===== src/rtl/rf_wb_scheduler.sv =====
// Register-file writeback arbiter (ALU vs memory load) with a RAW-hazard scoreboard.
// Latency: 1 cycle from acceptance to RF_WRITE/Rdst/RY. Backpressure: the losing requester sees ready=0 and holds its request.
// Optional RF_WB_RR_ARB_EN: round-robin on contention; without it, mem has fixed priority.
module rf_wb_scheduler #(
    parameter int DW = 32,
    parameter int AW = 5
) (
    input  logic          clk,
    input  logic          rst_n,
    input  logic          alu_valid,
    input  logic [AW-1:0] alu_rdst,
    input  logic [DW-1:0] alu_data,
    output logic          alu_ready,
    input  logic          mem_valid,
    input  logic [AW-1:0] mem_rdst,
    input  logic [DW-1:0] mem_data,
    output logic          mem_ready,
    output logic [AW-1:0] Rdst,
    output logic [DW-1:0] RY,
    output logic          RF_WRITE,
    input  logic          issue_valid,
    input  logic [AW-1:0] issue_rdst,
    input  logic [AW-1:0] Rsrc1,
    input  logic [AW-1:0] Rsrc2,
    output logic          stall
);
    localparam int NREG = 1 << AW;

    logic            gnt_alu;
    logic            gnt_mem;
    logic            acc;
    logic [AW-1:0]   wr_rdst;
    logic [DW-1:0]   wr_data;
    logic [NREG-1:0] pending;
    logic [NREG-1:0] pending_nxt;

`ifdef RF_WB_RR_ARB_EN
    // ptr_mem=1 means mem wins the next contended cycle; reset leaves ALU next.
    logic ptr_mem;

    always_comb begin
        gnt_alu = alu_valid & (~mem_valid | ~ptr_mem);
        gnt_mem = mem_valid & (~alu_valid | ptr_mem);
    end

    always_ff @(posedge clk or negedge rst_n) begin
        if (!rst_n) begin
            ptr_mem <= 1'b0;
        end else if (alu_valid && mem_valid) begin
            ptr_mem <= ~ptr_mem;
        end
    end
`else
    always_comb begin
        gnt_mem = mem_valid;
        gnt_alu = alu_valid & ~mem_valid;
    end
`endif

    assign alu_ready = gnt_alu;
    assign mem_ready = gnt_mem;
    assign acc       = gnt_alu | gnt_mem;
    assign wr_rdst   = gnt_mem ? mem_rdst : alu_rdst;
    assign wr_data   = gnt_mem ? mem_data : alu_data;

    always_ff @(posedge clk or negedge rst_n) begin
        if (!rst_n) begin
            RF_WRITE <= 1'b0;
            Rdst     <= '0;
            RY       <= '0;
        end else begin
            RF_WRITE <= acc && (wr_rdst != '0);
            if (acc) begin
                Rdst <= wr_rdst;
                RY   <= wr_data;
            end
        end
    end

    // Set is applied after clear so a newer producer to the same register wins.
    always_comb begin
        pending_nxt = pending;
        if (acc) begin
            pending_nxt[wr_rdst] = 1'b0;
        end
        if (issue_valid) begin
            pending_nxt[issue_rdst] = 1'b1;
        end
        pending_nxt[0] = 1'b0;
    end

    always_ff @(posedge clk or negedge rst_n) begin
        if (!rst_n) begin
            pending <= '0;
        end else begin
            pending <= pending_nxt;
        end
    end

    assign stall = pending[Rsrc1] | pending[Rsrc2];

endmodule


===== config.mk =====
export PLATFORM = sky130hd
export DESIGN_NAME = rf_wb_scheduler
export DESIGN_NICKNAME = d
export VERILOG_FILES = /design/src/rtl/rf_wb_scheduler.sv
export SDC_FILE = /design/constraint.sdc
export NUM_CORES = 1
export LEC_CHECK = 0
export ABC_AREA = 1
export CAP_MARGIN = 20
export CORE_UTILIZATION = 35
export DETAILED_ROUTE_END_ITERATION = 16
export PLACE_DENSITY = 0.77
export SLEW_MARGIN = 40
export SYNTH_ARGS = -nofsm -noshare
export SYNTH_HDL_FRONTEND = slang
export SYNTH_SLANG_ARGS = --single-unit

===== constraint.sdc =====
create_clock -name clk -period 5 [get_ports clk]
set_clock_uncertainty 0.2 [all_clocks]
set_input_delay 1 -clock clk [delete_from_list [all_inputs] [get_ports clk]]
set_output_delay 1 -clock clk [all_outputs]
set_load 0.02 [all_outputs]

==> results of run 1 <==
## per-stage QoR
| step | instance area (µm²) | std cells |
|---|---|---|
| after floorplan | 3670 | 507 |
| after detailed placement | 5130 | 764 |
| after global routing | 5310 | 777 |
| after CTS | 5310 | 777 |
| final | 5310 | 777 |
| after global placement | 5110 | 763 |
## kinds of logic after synthesis
logic type / count (synthesis) / share of synthesized area
and+or+nand+nor: 304 / 0.359
AOI/OAI and AO/OA: 69 / 0.0948
DFF: 69 / 0.471
buffers and inverters: 65 / 0.0754
## final timing paths
path | startpoint | endpoint | slack (ps) | cells after the start
max reg2reg | pending[24] | pending[24] | 4030 | 2
max in group asynchronous | rst_n | pending[21] | 3120 | 2
min reg2reg | Rdst[1] | Rdst[1] | 290 | 2
min in group asynchronous | rst_n | RY[26] | 500 | 1
max | Rsrc2[1] | stall | 770 | 10
min | Rdst[1] | Rdst[1] | 290 | 2
## critical path: cells and delay by family
kind / cells / cell delay (ps)
buffers and inverters: 3 / 1500
and+or+nand+nor: 7 / 500
## layout make-up
type	instances	area, µm²
tap	136	170
clock inverter	2	35.0
inverter	45	169
multi-input combinational	373	1660
fill	953	4920
clock buffer	11	151
timing repair buffer	141	1400
sequential	69	1730
## cells in the mapped netlist
cell type and instances:
or2_2 1, nand3_2 3, clkbuf_1 7, dfrtp_1 69, o21ai_1 10, o21ai_0 57
buf_2 8, a21oi_1 1, nor2_4 2, nand2_1 188, nand3_1 103, buf_4 4
buf_6 1, nor2_1 3, nand2_2 4, inv_1 43, o211ai_1 1, inv_2 2
## flip-flops by register name (all words and copies together) (netlist names)
signal and cells:
RF_WRITE 1, pending 31, RY 32, Rdst 5
## metal layers
layer,up-vias,part of all wire,routed length (µm),GRT usage
met5,-,0,0,0
met4,0,0.025,298,0.0980
met3,24,0.090,1090,0.0777
met2,193,0.46,5610,0.379
met1,1873,0.42,5100,0.281
li1,1910,-,-,-
## cells in the final DEF, fill, tap and decap left out, drive strengths merged
cell,n
a21oi,1
buf,8
bufinv,1
clkbuf,11
clkdlybuf4s50,133
clkinv,1
dfrtp,69
inv,45
nand2,192
nand3,106
nor2,5
o211ai,1
o21ai,67
or2,1
## power by group
group          switching [µW]  internal, µW  total [µW]
Combinational             251           209         460
Sequential               83.8           655         738
Clock                     200           249         448
==> results.yml, run 1 <==
job:
  maxCapViolCount: 0
sta:
  final_hold_viol_count: 0
  worstMarginPinSlew_ps: 695
  rsz0062_at_grt: "false"
  clock.fmax_ghz: 0.236
  setup_ws_ps: 771
  fin_crit_ps: 4230
  final.setup.tns_ps: 0
  whs_ps: 289
  setup_violations: 0
  drv_slew: 0
  max_slew_margin: 0.537
  post-route-period-util: 0.846
cts:
  clk_pin_slew_ps: 70
  clk_latency_ps: 340
  hold_buffers: 0
  cts_root_buf: "clkbuf_8"
  cts_max_level: 3
  cts_buffers: 9
  cts_tree: "built"
  cts_resized: 0
  clkSinkCount: 69
  cts_setup_buffers: 0
  clock_path_buffers: 2
floorplanning:
  coreArea_mm2: 0.0102
  die-area_mm2: 0.0109
  fp-row-count: 37
  die_h_um: 104
  ios: 135
  die_x_um: 104
  initial_utilization: 0.358
synthesis:
  syn_inst: 507
  yosys.area.top_type: "dfrtp_1"
  synth_area_mm2: 0.00367
  synth_area_per_cell_um2: 7.23
  synth_cell_type_count: 18
  yosys_warnings: 0
  ys_seq_area_frac: 0.471
  synth.net_count: 601
  synth_seq_cells: 69
  yosys.area.top_type_share: 0.471
  yosys-top-cells-area: "dfrtp_1, nand2_1, nand3_1"
detailed_routing:
  drc: 0
  vias: 4000
  antenna_left: 0
  drt_iter0_drc: 234
  firstDrtPassIters: 5
  wl_per_cell_um: 15.6
  viasPerCell: 5.15
  wl_um: 12100
outcome:
  run_status: "complete, no violations"
power:
  power.total_uw: 1650
  power.density_mw_per_mm2: 310
  peakVddDrop_v: 0.000163
  leakage_uw: 0.00243
finish:
  post-route-util: 0.519
  diodes: 0
  layout-drive-gt1-share: 0.0515
  syn2layout_area_growth_pct: 44.9
  finalNetCount: 733
grt:
  grt_pass1_wl_um: 19900
  grt_overflow_total: 0
  grt_pass1_vias: 4053
  gr-usage-all-layers: 0.233
  grt_max_degree: 41
  antenna_found_initial: 0
worst_setup_path:
  path_common_cell: "nand2_1"
  worstSetupPathType: "input pin to primary output"
  cp.required_ps: 3800
  crit_path_end_kind: "primary output"
  timing.critical_path.arrival_ps: 3030
  cp_cell_sequence: "clkdlybuf4s50_1 > inv_1 > nand3_1 > nand3_1 > nand2_1 > nand2_1 > nand3_1 > nand2_1 > nand2_1 > clkdlybuf4s50_1"
  worst-path-max-fanout: 9
  slowest_delay_ps: 680
  crit_slowest_cell: "clkdlybuf4s50_1"
  critPathLaunchType: "input pin"
min_path:
  min-delay-path-class: "flop to flop"
placed_design:
  port_buffers: 134
  preCtsSetupSlack_ps: 805
  gp_congestion: 0.930
  dp_hpwl_um: 9220
Note: power is estimated with default switching activity, not from simulation.
==> run 2: changes to the inputs <==
--- a/config.mk
+++ b/config.mk
@@ -9,7 +9,7 @@
 export CAP_MARGIN = 20
 export CORE_UTILIZATION = 35
 export DETAILED_ROUTE_END_ITERATION = 16
-export PLACE_DENSITY = 0.77
+export PLACE_DENSITY = 0.8
 export SLEW_MARGIN = 40
 export SYNTH_ARGS = -nofsm -noshare
 export SYNTH_HDL_FRONTEND = slang
==> constraint.sdc (replaced) <==
create_clock -name clk -period 3.85 [get_ports clk]
set_clock_uncertainty 0.2 [all_clocks]
set_input_delay 0.77 -clock clk [delete_from_list [all_inputs] [get_ports clk]]
set_output_delay 0.77 -clock clk [all_outputs]
set_load 0.02 [all_outputs]
==> run 2 against run 1 <==
  * Total power is 29% higher
  * First-iteration DRC count is 40% higher
  * Die area stayed put
  * Largest power group unchanged
  * Clock power increased by 29%
  * Largest cell class unchanged
  * Critical path depth rose by 1
  * Register-to-register slack lost 1200 ps
  * Sequential power up 30%
  * Worst setup slack worse by 520 ps
  * Count of clock-buffer cells in the layout unchanged
  * Final cell count increased by 0.90%
  * Via count decreased by 0.10%
==> results.yml, run 2 (synthesis results as in run 1) <==
floorplanning:
  fp-row-count: 37
  coreArea_mm2: 0.0102
  die_x_um: 104
  die_h_um: 104
  ios: 135
  initial_utilization: 0.358
  die-area_mm2: 0.0109
sta:
  worstMarginPinSlew_ps: 599
  clock.fmax_ghz: 0.278
  final_hold_viol_count: 0
  post-route-period-util: 0.935
  setup_violations: 0
  fin_crit_ps: 3600
  drv_slew: 0
  whs_ps: 229
  rsz0062_at_grt: "false"
  final.setup.tns_ps: 0
  max_slew_margin: 0.601
cts:
  cts_root_buf: "clkbuf_8"
  cts_tree: "built"
  cts_max_level: 3
  clk_latency_ps: 330
  clk_pin_slew_ps: 70
  clock_path_buffers: 2
  hold_buffers: 0
  cts_resized: 0
  cts_setup_buffers: 0
  cts_buffers: 9
  clkSinkCount: 69
worst_setup_path:
  critical_path_cell_count: 11
  worst-path-max-fanout: 10
  timing.critical_path.arrival_ps: 2630
  cp_cell_sequence: "clkdlybuf4s50_1 > inv_1 > buf_4 > nand2_1 > nand3_1 > nand3_1 > nand3_1 > nand3_1 > nand2_1 > nand2_1 > clkdlybuf4s50_1"
  reg2reg_depth: 2
  rr_startpoint: "pending[16]"
  cp.required_ps: 2880
  worstSetupPathType: "input pin to primary output"
  critPathLaunchType: "input pin"
  cp_num_buf_inv: 4
  crit_path_end_kind: "primary output"
  slowest_delay_ps: 590
  crit_slowest_cell: "clkdlybuf4s50_1"
  path_common_cell: "nand3_1"
  critPathLaunch: "Rsrc1[0]"
  cp_top_family: "buffers and inverters"
placed_design:
  gp_congestion: 0.938
  post_dp_cell_area_mm2: 0.00514
  dp_hpwl_um: 9000
  port_buffers: 134
grt:
  grt_max_degree: 48
  antenna_found_initial: 0
  grt_pass1_vias: 3936
  grt_pass1_wl_um: 19300
  grt_overflow_total: 0
  gr-usage-all-layers: 0.222
power:
  peakVddDrop_v: 0.000253
  power.density_mw_per_mm2: 397
  leakage_uw: 0.00246
finish:
  top_register: "RY"
  largest_reg_flops: 32
  syn2layout_area_growth_pct: 46.0
  layout-drive-gt1-share: 0.0617
  final_common_cell: "nand2_1"
  diodes: 0
  finalNetCount: 737
  final_area_mm2: 0.00535
  largestRegisters: "RY (32), pending (31), Rdst (5)"
  most-common-layout-cells: "nand2_1, clkdlybuf4s50_1, nand3_1"
outcome:
  run_status: "complete, no violations"
detailed_routing:
  firstDrtPassIters: 5
  wl_um: 11800
  antenna_left: 0
  viasPerCell: 5.10
  drc: 0
  wl_per_cell_um: 15.1
  drt_iter0_drc: 327
  vias: 3996
min_path:
  min-delay-path-class: "input pin to async pin"
job:
  maxCapViolCount: 0
## run 2: worst paths after layout
path / end / slack (ps)
min in group clk: Rdst[2] / 290
worst min-delay path: RY[9] / 230
worst max register to register: pending[16] / 2860
worst max-delay path: stall / 250
max in group asynchronous: pending[18] / 2590
worst min register to register: Rdst[2] / 290
## run 2: where the power goes
group / switching (µW) / leakage, µW / total, µW / internal (µW)
logic: 316 / 0.00151 / 590 / 274
registers: 110 / 0.000844 / 960 / 850
clock network: 264 / 0.000103 / 577 / 313
## run 2: final cells by class
type	count	area [µm²]
Clock inverter	5	50.0
Multi-Input combinational cell	373	1660
Fill cell	980	4880
Inverter	45	173
Sequential cell	69	1730
Timing Repair Buffer	144	1420
Tap cell	136	170
Timing Repair inverter	1	7.51
Clock buffer	11	141
## run 2: metal layers
| metal | track usage | vias up | wire [µm] |
|---|---|---|---|
| met4 | 0.0765 | 0 | 209 |
| met5 | 0 | - | 0 |
| met3 | 0.0614 | 20 | 1160 |
| met2 | 0.375 | 210 | 5790 |
| met1 | 0.271 | 1848 | 4660 |
| li1 | - | 1918 | - |
## run 2: metrics by stage
| step | utilization | std cells | worst slack (ps) | power (µW) |
|---|---|---|---|---|
| 4_1_cts | 0.521 | 783 | 166 | 2130 |
| 3_3_place_gp | 0.503 | 767 | 219 | 1540 |
| 5_1_grt | 0.523 | 784 | 110 | 2250 |
| 6_report | 0.523 | 784 | 249 | 2130 |
| 2_1_floorplan | - | 507 | 1160 | 1240 |
| 3_5_place_dp | 0.503 | 767 | 180 | 1550 |
